--- config.mk ---
export PLATFORM = sky130hd
export DESIGN_NAME = lfsr_word_arbiter
export DESIGN_NICKNAME = d
export VERILOG_FILES = /design/src/rtl/lfsr_word_arb_pkg.sv /design/src/rtl/rr_arbiter.sv /design/src/rtl/lfsr_word_arbiter.sv
export SDC_FILE = /design/constraint.sdc
export NUM_CORES = 1
export LEC_CHECK = 0
export CELL_PAD_IN_SITES_DETAIL_PLACEMENT = 1
export CELL_PAD_IN_SITES_GLOBAL_PLACEMENT = 1
export CORE_MARGIN = 5
export CORE_UTILIZATION = 34
export DETAILED_ROUTE_END_ITERATION = 6
export PLACE_DENSITY = 0.88
export SYNTH_ARGS = -nofsm -noshare
export SYNTH_HDL_FRONTEND = slang
export SYNTH_SLANG_ARGS = --single-unit
--- constraint.sdc ---
create_clock -name clk -period 1.75 [get_ports clk]
set_input_delay 0.35 -clock clk [delete_from_list [all_inputs] [get_ports clk]]
set_output_delay 0.35 -clock clk [all_outputs]
set_load 0.01 [all_outputs]
--- src/rtl/lfsr_word_arb_pkg.sv ---
// Shared types and helpers for the LFSR word arbiter.
package lfsr_word_arb_pkg;

  typedef enum logic [1:0] {
    IDLE = 2'd0,
    FILL = 2'd1,
    RESP = 2'd2
  } lfsr_arb_state_t;

  // Number of LFSR beats needed to assemble one word.
  function automatic int lfsr_arb_beats(input int word_width, input int bits);
    return (bits > 0) ? (word_width / bits) : 0;
  endfunction

endpackage

--- src/rtl/rr_arbiter.sv ---
// Combinational round-robin arbiter: grants the lowest requesting index at
// or above ptr, wrapping to the lowest requesting index overall.
module rr_arbiter #(
  parameter int N     = 4,
  parameter int PTR_W = (N > 1) ? $clog2(N) : 1
) (
  input  logic [N-1:0]     req,
  input  logic [PTR_W-1:0] ptr,
  output logic [N-1:0]     gnt
);

  logic [N-1:0] mask_hi;
  logic [N-1:0] req_hi;
  logic [N-1:0] gnt_hi;
  logic [N-1:0] gnt_lo;

  // Thermometer mask selecting indices at or above the pointer.
  genvar gi;
  generate
    for (gi = 0; gi < N; gi++) begin : g_mask
      assign mask_hi[gi] = (PTR_W'(gi) >= ptr);
    end
  endgenerate

  // Isolate the lowest set bit of the masked and unmasked request vectors.
  assign req_hi = req & mask_hi;
  assign gnt_hi = req_hi & (-req_hi);
  assign gnt_lo = req & (-req);
  assign gnt    = (|req_hi) ? gnt_hi : gnt_lo;

endmodule

--- src/rtl/lfsr_word_arbiter.sv ---
// Shares one LFSR among NUM_REQ requesters: round-robin accept, gate the LFSR
// enable, shift beats into a word (oldest beat in the MSBs) and return it on
// a one-hot valid/ready response.
// Optional build macro LFSR_WORD_ARB_PREFETCH_EN: keep the accumulator filling
// in the background while idle so a request can be answered one cycle later.
module lfsr_word_arbiter
  import lfsr_word_arb_pkg::*;
#(
  parameter int NUM_REQ        = 4,
  parameter int WORD_WIDTH     = 8,
  parameter int BITS_PER_CLOCK = 1
) (
  input  logic                      clk,
  input  logic                      reset_n,
  input  logic [NUM_REQ-1:0]        req_valid,
  output logic [NUM_REQ-1:0]        req_ready,
  output logic [NUM_REQ-1:0]        rsp_valid,
  input  logic [NUM_REQ-1:0]        rsp_ready,
  output logic [WORD_WIDTH-1:0]     rsp_data,
  output logic                      busy,
  output logic                      lfsr_enable,
  input  logic [BITS_PER_CLOCK-1:0] lfsr_bits,
  input  logic                      lfsr_valid
);

  localparam int BEATS = lfsr_arb_beats(WORD_WIDTH, BITS_PER_CLOCK);
  localparam int PTR_W = $clog2(NUM_REQ);
  localparam int CNT_W = $clog2(BEATS + 1);

  generate
    if (BITS_PER_CLOCK < 1 || BITS_PER_CLOCK > 8) begin : g_bad_bits
      $error("BITS_PER_CLOCK must be within 1..8");
    end
    if (WORD_WIDTH % BITS_PER_CLOCK != 0) begin : g_bad_ratio
      $error("BITS_PER_CLOCK must divide WORD_WIDTH");
    end
    if (NUM_REQ < 2) begin : g_bad_num
      $error("NUM_REQ must be at least 2");
    end
  endgenerate

  lfsr_arb_state_t         state_reg, state_next;
  logic [PTR_W-1:0]        ptr_reg, ptr_next;
  logic [PTR_W-1:0]        grant_reg, grant_next;
  logic [WORD_WIDTH-1:0]   acc_reg, acc_next;
  logic [CNT_W-1:0]        count_reg, count_next;

  logic [NUM_REQ-1:0]      gnt;
  logic [PTR_W-1:0]        gnt_idx;
  logic [WORD_WIDTH-1:0]   acc_shift;
  logic                    count_full;
  logic                    fill_en;
  logic                    beat;

  rr_arbiter #(
    .N     (NUM_REQ),
    .PTR_W (PTR_W)
  ) u_rr (
    .req (req_valid),
    .ptr (ptr_reg),
    .gnt (gnt)
  );

  // Encode the one-hot grant into the index that is latched on accept.
  always_comb begin
    gnt_idx = '0;
    for (int i = 0; i < NUM_REQ; i++) begin
      if (gnt[i]) gnt_idx = PTR_W'(i);
    end
  end

  // New beat enters at the LSB end so the oldest beat ends up in the MSBs.
  generate
    if (BITS_PER_CLOCK == WORD_WIDTH) begin : g_shift_whole
      assign acc_shift = lfsr_bits;
    end else begin : g_shift_part
      assign acc_shift = {acc_reg[WORD_WIDTH-BITS_PER_CLOCK-1:0], lfsr_bits};
    end
  endgenerate

  assign count_full = (count_reg == CNT_W'(BEATS));

  // LFSR enable: only while a word is still being assembled.
  always_comb begin
    fill_en = 1'b0;
    case (state_reg)
`ifdef LFSR_WORD_ARB_PREFETCH_EN
      IDLE:    fill_en = !count_full;
`endif
      FILL:    fill_en = !count_full;
      default: fill_en = 1'b0;
    endcase
  end

  // No accepts and no LFSR advance while reset is being applied.
  assign lfsr_enable = fill_en & reset_n;
  assign beat        = lfsr_enable & lfsr_valid;
  assign req_ready   = (state_reg == IDLE && reset_n) ? gnt : '0;
  assign busy        = (state_reg != IDLE);
  assign rsp_data    = (state_reg == RESP) ? acc_reg : '0;

  // One-hot response valid toward the latched grant.
  always_comb begin
    rsp_valid = '0;
    if (state_reg == RESP) rsp_valid[grant_reg] = 1'b1;
  end

  // Next-state: accumulate beats, accept in IDLE, finish word, handshake.
  always_comb begin
    state_next = state_reg;
    ptr_next   = ptr_reg;
    grant_next = grant_reg;
    acc_next   = acc_reg;
    count_next = count_reg;

    if (beat) begin
      acc_next   = acc_shift;
      count_next = count_reg + CNT_W'(1);
    end

    case (state_reg)
      IDLE: begin
        if (|gnt) begin
          grant_next = gnt_idx;
          ptr_next   = (gnt_idx == PTR_W'(NUM_REQ - 1)) ? '0 : gnt_idx + PTR_W'(1);
          // A prefetched full word skips FILL; otherwise fill from current count.
          state_next = (count_next == CNT_W'(BEATS)) ? RESP : FILL;
        end
      end
      FILL: begin
        if (count_next == CNT_W'(BEATS)) state_next = RESP;
      end
      RESP: begin
        if (rsp_ready[grant_reg]) begin
          acc_next   = '0;
          count_next = '0;
          state_next = IDLE;
        end
      end
      default: state_next = IDLE;
    endcase
  end

  // State register with synchronous active-low reset.
  always_ff @(posedge clk) begin
    if (!reset_n) begin
      state_reg <= IDLE;
      ptr_reg   <= '0;
      grant_reg <= '0;
      acc_reg   <= '0;
      count_reg <= '0;
    end else begin
      state_reg <= state_next;
      ptr_reg   <= ptr_next;
      grant_reg <= grant_next;
      acc_reg   <= acc_next;
      count_reg <= count_next;
    end
  end

endmodule

==> results.txt <==
* Final-report setup violation count: 0
- Together, buffers and inverters on the worst path number 3.
- Core area: 2980 sq um
- In this run, flip-flops and latches consume 47.5% of the power.
- Number of primary I/O pins: 30
- Average instance area after synthesis: 8.42 sq um
* Global route total overflow: 0
- Grouping stages by cell kind, the critical path spends the most delay in flip-flops.
* Maximum ir drop on the vdd rail: 0.000337 V
- Dividing the detail-routed via count by the number of cells gives 5.37.
- Cell area after technology mapping: 1040 sq um
* Wire length of the first global-routing pass: 5890 um
- Global routing consumed, over all layers together, 17.9% of the routing resources.
- The number of slew-limit violations in the final report was 0.
- Core Rows: 20
* Count of H-tree levels built during CTS: 1
- Count of unresolved DRC violations after routing: 0
- The flow ran to the end, and the final reports show no timing, DRC or antenna violations.
- For this run, the leading register cell type out of synthesis is sky130_fd_sc_hd__dfxtp_1.
- Of the total power, the clock network draws 28.0%.
* Number of warnings reported in the yosys synthesis log: 0
* Later-pin clock latency in the skew report: 300 ps
- Actual transition at the worst max-transition pin: 479 ps
* Largest clock skew in the final design: 7.12 ps
- Once detail routing completed, the nets flagged for antenna violations numbered 0.
- For this design the total switching power over the nets is 252 uW.
- Routed via count: 1,166
* Floorplan die width: 65.2 um
- The repair_antennas step left the layout with diodes totalling 0.
- For this design, the slowest cell found on the critical path is sky130_fd_sc_hd__dfxtp_2.
* Maximum number of pins on one net before global-route repair: 11
- The tool flagged a number of max-cap violations equal to 0.
- Number of buffers added by the clock tree synthesis step: 3
- RD Place Congestion: 0.740
* Effective utilization at floorplan: 34.8%
- Hold is met by 515 ps.
- Layout overhead on the synthesized area: 60.5%
* Period Utilization, post-route: 97.3%
- For this block, the initial DRC count from the detailed router was 20.
* Sink count of the clock tree: 18
- Final cell utilization of the core: 55.8%
* Number of flip-flops in the largest register: 8
* Number of antenna violations at the first check in global routing: 0
- Hold crit path type: reg2reg
- The synthesized design contains 18 register bits.
- Once placement finished, the instance area stood at 1530 sq um.
- Die Ht: 65.2 um
* First drt pass iteration count: 4
- Root buffer cell: sky130_fd_sc_hd__clkbuf_4
- Slew margin rel.: 67.7%
* Cell Count, Final, Fillers Out: 217
* Number of enable-type register cells in the synthesized netlist: 0
- Critical path data required time: 1400 ps
- Library cell with the largest summed area after synthesis: sky130_fd_sc_hd__dfxtp_1
- The final layout contains 199 nets.
* Worst-case clock buffer depth: 2
- Fraction of power consumed by combinational cells: 24.4%
- In this design, the stage delay of the slowest critical-path cell is 370 ps.
- The final-report hold violation count was 0.
* Top post-synthesis cells by area: sky130_fd_sc_hd__dfxtp_1, sky130_fd_sc_hd__mux2i_1, sky130_fd_sc_hd__nor2_1
- Number of global-route vias before repair: 1,304
* Start-to-end type of the worst setup path: reg2out
- The setup check on the worst reg-to-reg path leaves a slack of 120 ps.
- Static power due to leakage: 0.000782 uW
- Counting the fill cells in the layout gives 370.
- STA puts the critical path data arrival time at 1350 ps.
* Synth async-reset ratio: 0%
- STA classifies the critical path startpoint as a flop.
- Net count after synthesis: 137
- Post-Syn Instances: 123
- Of the total power, the share spent switching nets is 27.3%.
- Sort of element at the end of the critical path: output pin
- Detailed placement ended at an HPWL of 2740 um.
* Ratio of cells with drive above 1 in the final layout: 45.7%
- Top fanout value on the critical path: 6
- Cells traversed along the worst timing path: nor2b_4 -> buf_6 -> buf_6 -> nor3b_2 -> buf_2
- The number of hold buffers added after CTS was 0.
- Setup repair after global routing could not meet its margin everywhere.
- The cell that appears most often on the critical path is sky130_fd_sc_hd__buf_6.
- Subtracting the final worst setup slack from the clock period gives 1700 ps.
* Detailed-route wire length per cell: 17.0 um
- Share of the synthesized area in the top cell type: 34.8%
- Power per cell area: 556 nW/um^2
- Library cells used by synthesis: 37
* TritonCTS clock tree: done
- Clk pin slew, worst setup/hold paths: 110 ps
* DP Cell Count: 206
- Total wire length after detailed routing: 3690 um
- Internal portion of total power: 672 uW
- Die area: 4250 sq um
* Maximum frequency from static timing analysis: 587 MHz
- After routing, the total negative slack on setup checks comes to 0 ps.
* Port bufs: 29
* Post-route cell area: 1660 sq um
- Portion of the post-synthesis area used by sequential elements: 34.8%
## worst reg2reg max path: cells and delay by family (launching register included)
kind                   cells  cell delay, ps
AND/OR/NAND/NOR            2             350
buffers and inverters      4             470
AO/OA/AOI/OAI              2             320
flip-flops                 1             390
## synthesized netlist by cell type (2+ instances only)
master                     count
sky130_fd_sc_hd__and3_1        5
sky130_fd_sc_hd__dfxtp_1      18
sky130_fd_sc_hd__a21oi_1       7
sky130_fd_sc_hd__xnor2_1       2
sky130_fd_sc_hd__nand2_1      11
sky130_fd_sc_hd__o21ai_0       3
sky130_fd_sc_hd__nand4_1       2
sky130_fd_sc_hd__ha_1          2
sky130_fd_sc_hd__a31o_2        2
sky130_fd_sc_hd__nand2b_1      3
sky130_fd_sc_hd__nor4_2        2
sky130_fd_sc_hd__nor2_1       19
sky130_fd_sc_hd__and2_1        9
sky130_fd_sc_hd__mux2i_1       9
sky130_fd_sc_hd__inv_1         6
sky130_fd_sc_hd__o22ai_1       2
## area by class of cell
cell class                 instances  area, sq um  share of cell area (%)
multi-input combinational         96          714                    43.0
timing repair buffer              60          475                    28.6
tap                               33         41.3                    2.48
inverter                           6         22.5                    1.35
clock buffer                       4         36.3                    2.18
sequential                        18          373                    22.4
## per-stage QoR
step	setup slack [ps]	total power (uW)
6_report	46.7	924
5_1_grt	-31.9	958
4_1_cts	-43.2	908
3_5_place_dp	-729	634
3_3_place_gp	-604	618
2_1_floorplan	308	521
## repair_timing
item                                    CTS  global route
gates resized for setup                  73            37
pin swaps                                 5            11
cloned                                    1             0
setup buffers                             3             3
endpoints found under the setup margin   18            18
## logic make-up (layout without fill, tap and decap cells)
kind of cell    Yosys count  in the layout  synth area share [%]
flops                    18             18                  34.8
simple gates             62             62                  33.8
compound gates           20             20                  12.1
mux                      10             10                  10.9
fa+ha+maj                 2              2                  2.42
buf+inv                   9             70                  4.35
xor+xnor                  2              2                  1.69
## layout by cell type, fill, tap and decap left out, drive strengths merged, types with 7 or more instances in the layout
cell     n
clkbuf  10
dfxtp   18
and2     9
mux2i    9
a21oi    7
nor2    19
buf     40
nand2   11
## final timing paths
path	startpoint	to	cells past startpoint
worst max register to register	ptr_reg[1]$_SDFFE_PN0P_	grant_reg[0]$_SDFFE_PN0P_	8
worst max-delay path	state_reg[1]$_SDFFE_PN0P_	rsp_valid[0]	5
worst min-delay path	acc_reg[7]$_SDFF_PN0_	acc_reg[7]$_SDFF_PN0_	2
worst min register to register	acc_reg[7]$_SDFF_PN0_	acc_reg[7]$_SDFF_PN0_	2
## routing by layer
layer / vias to the layer above / track usage (%) / part of all wire [%] / wire length [um]
li1: 548 / - / - / -
met1: 574 / 18.2 / 39 / 1460
met2: 32 / 35.0 / 55 / 2010
met3: 12 / 2.56 / 3.0 / 111
met4: 0 / 9.07 / 3.0 / 110
met5: - / 0 / 0 / 0
## power by group through the flow
stage | registers, uW | clock network (uW) | logic, uW
after floorplan | 443 | 0 | 77.9
after CTS | 437 | 270 | 201
after global placement | 443 | 0 | 174
after global routing | 441 | 276 | 240
final | 439 | 259 | 226
after detailed placement | 445 | 0 | 188
Power figures use the tool's default switching activity.
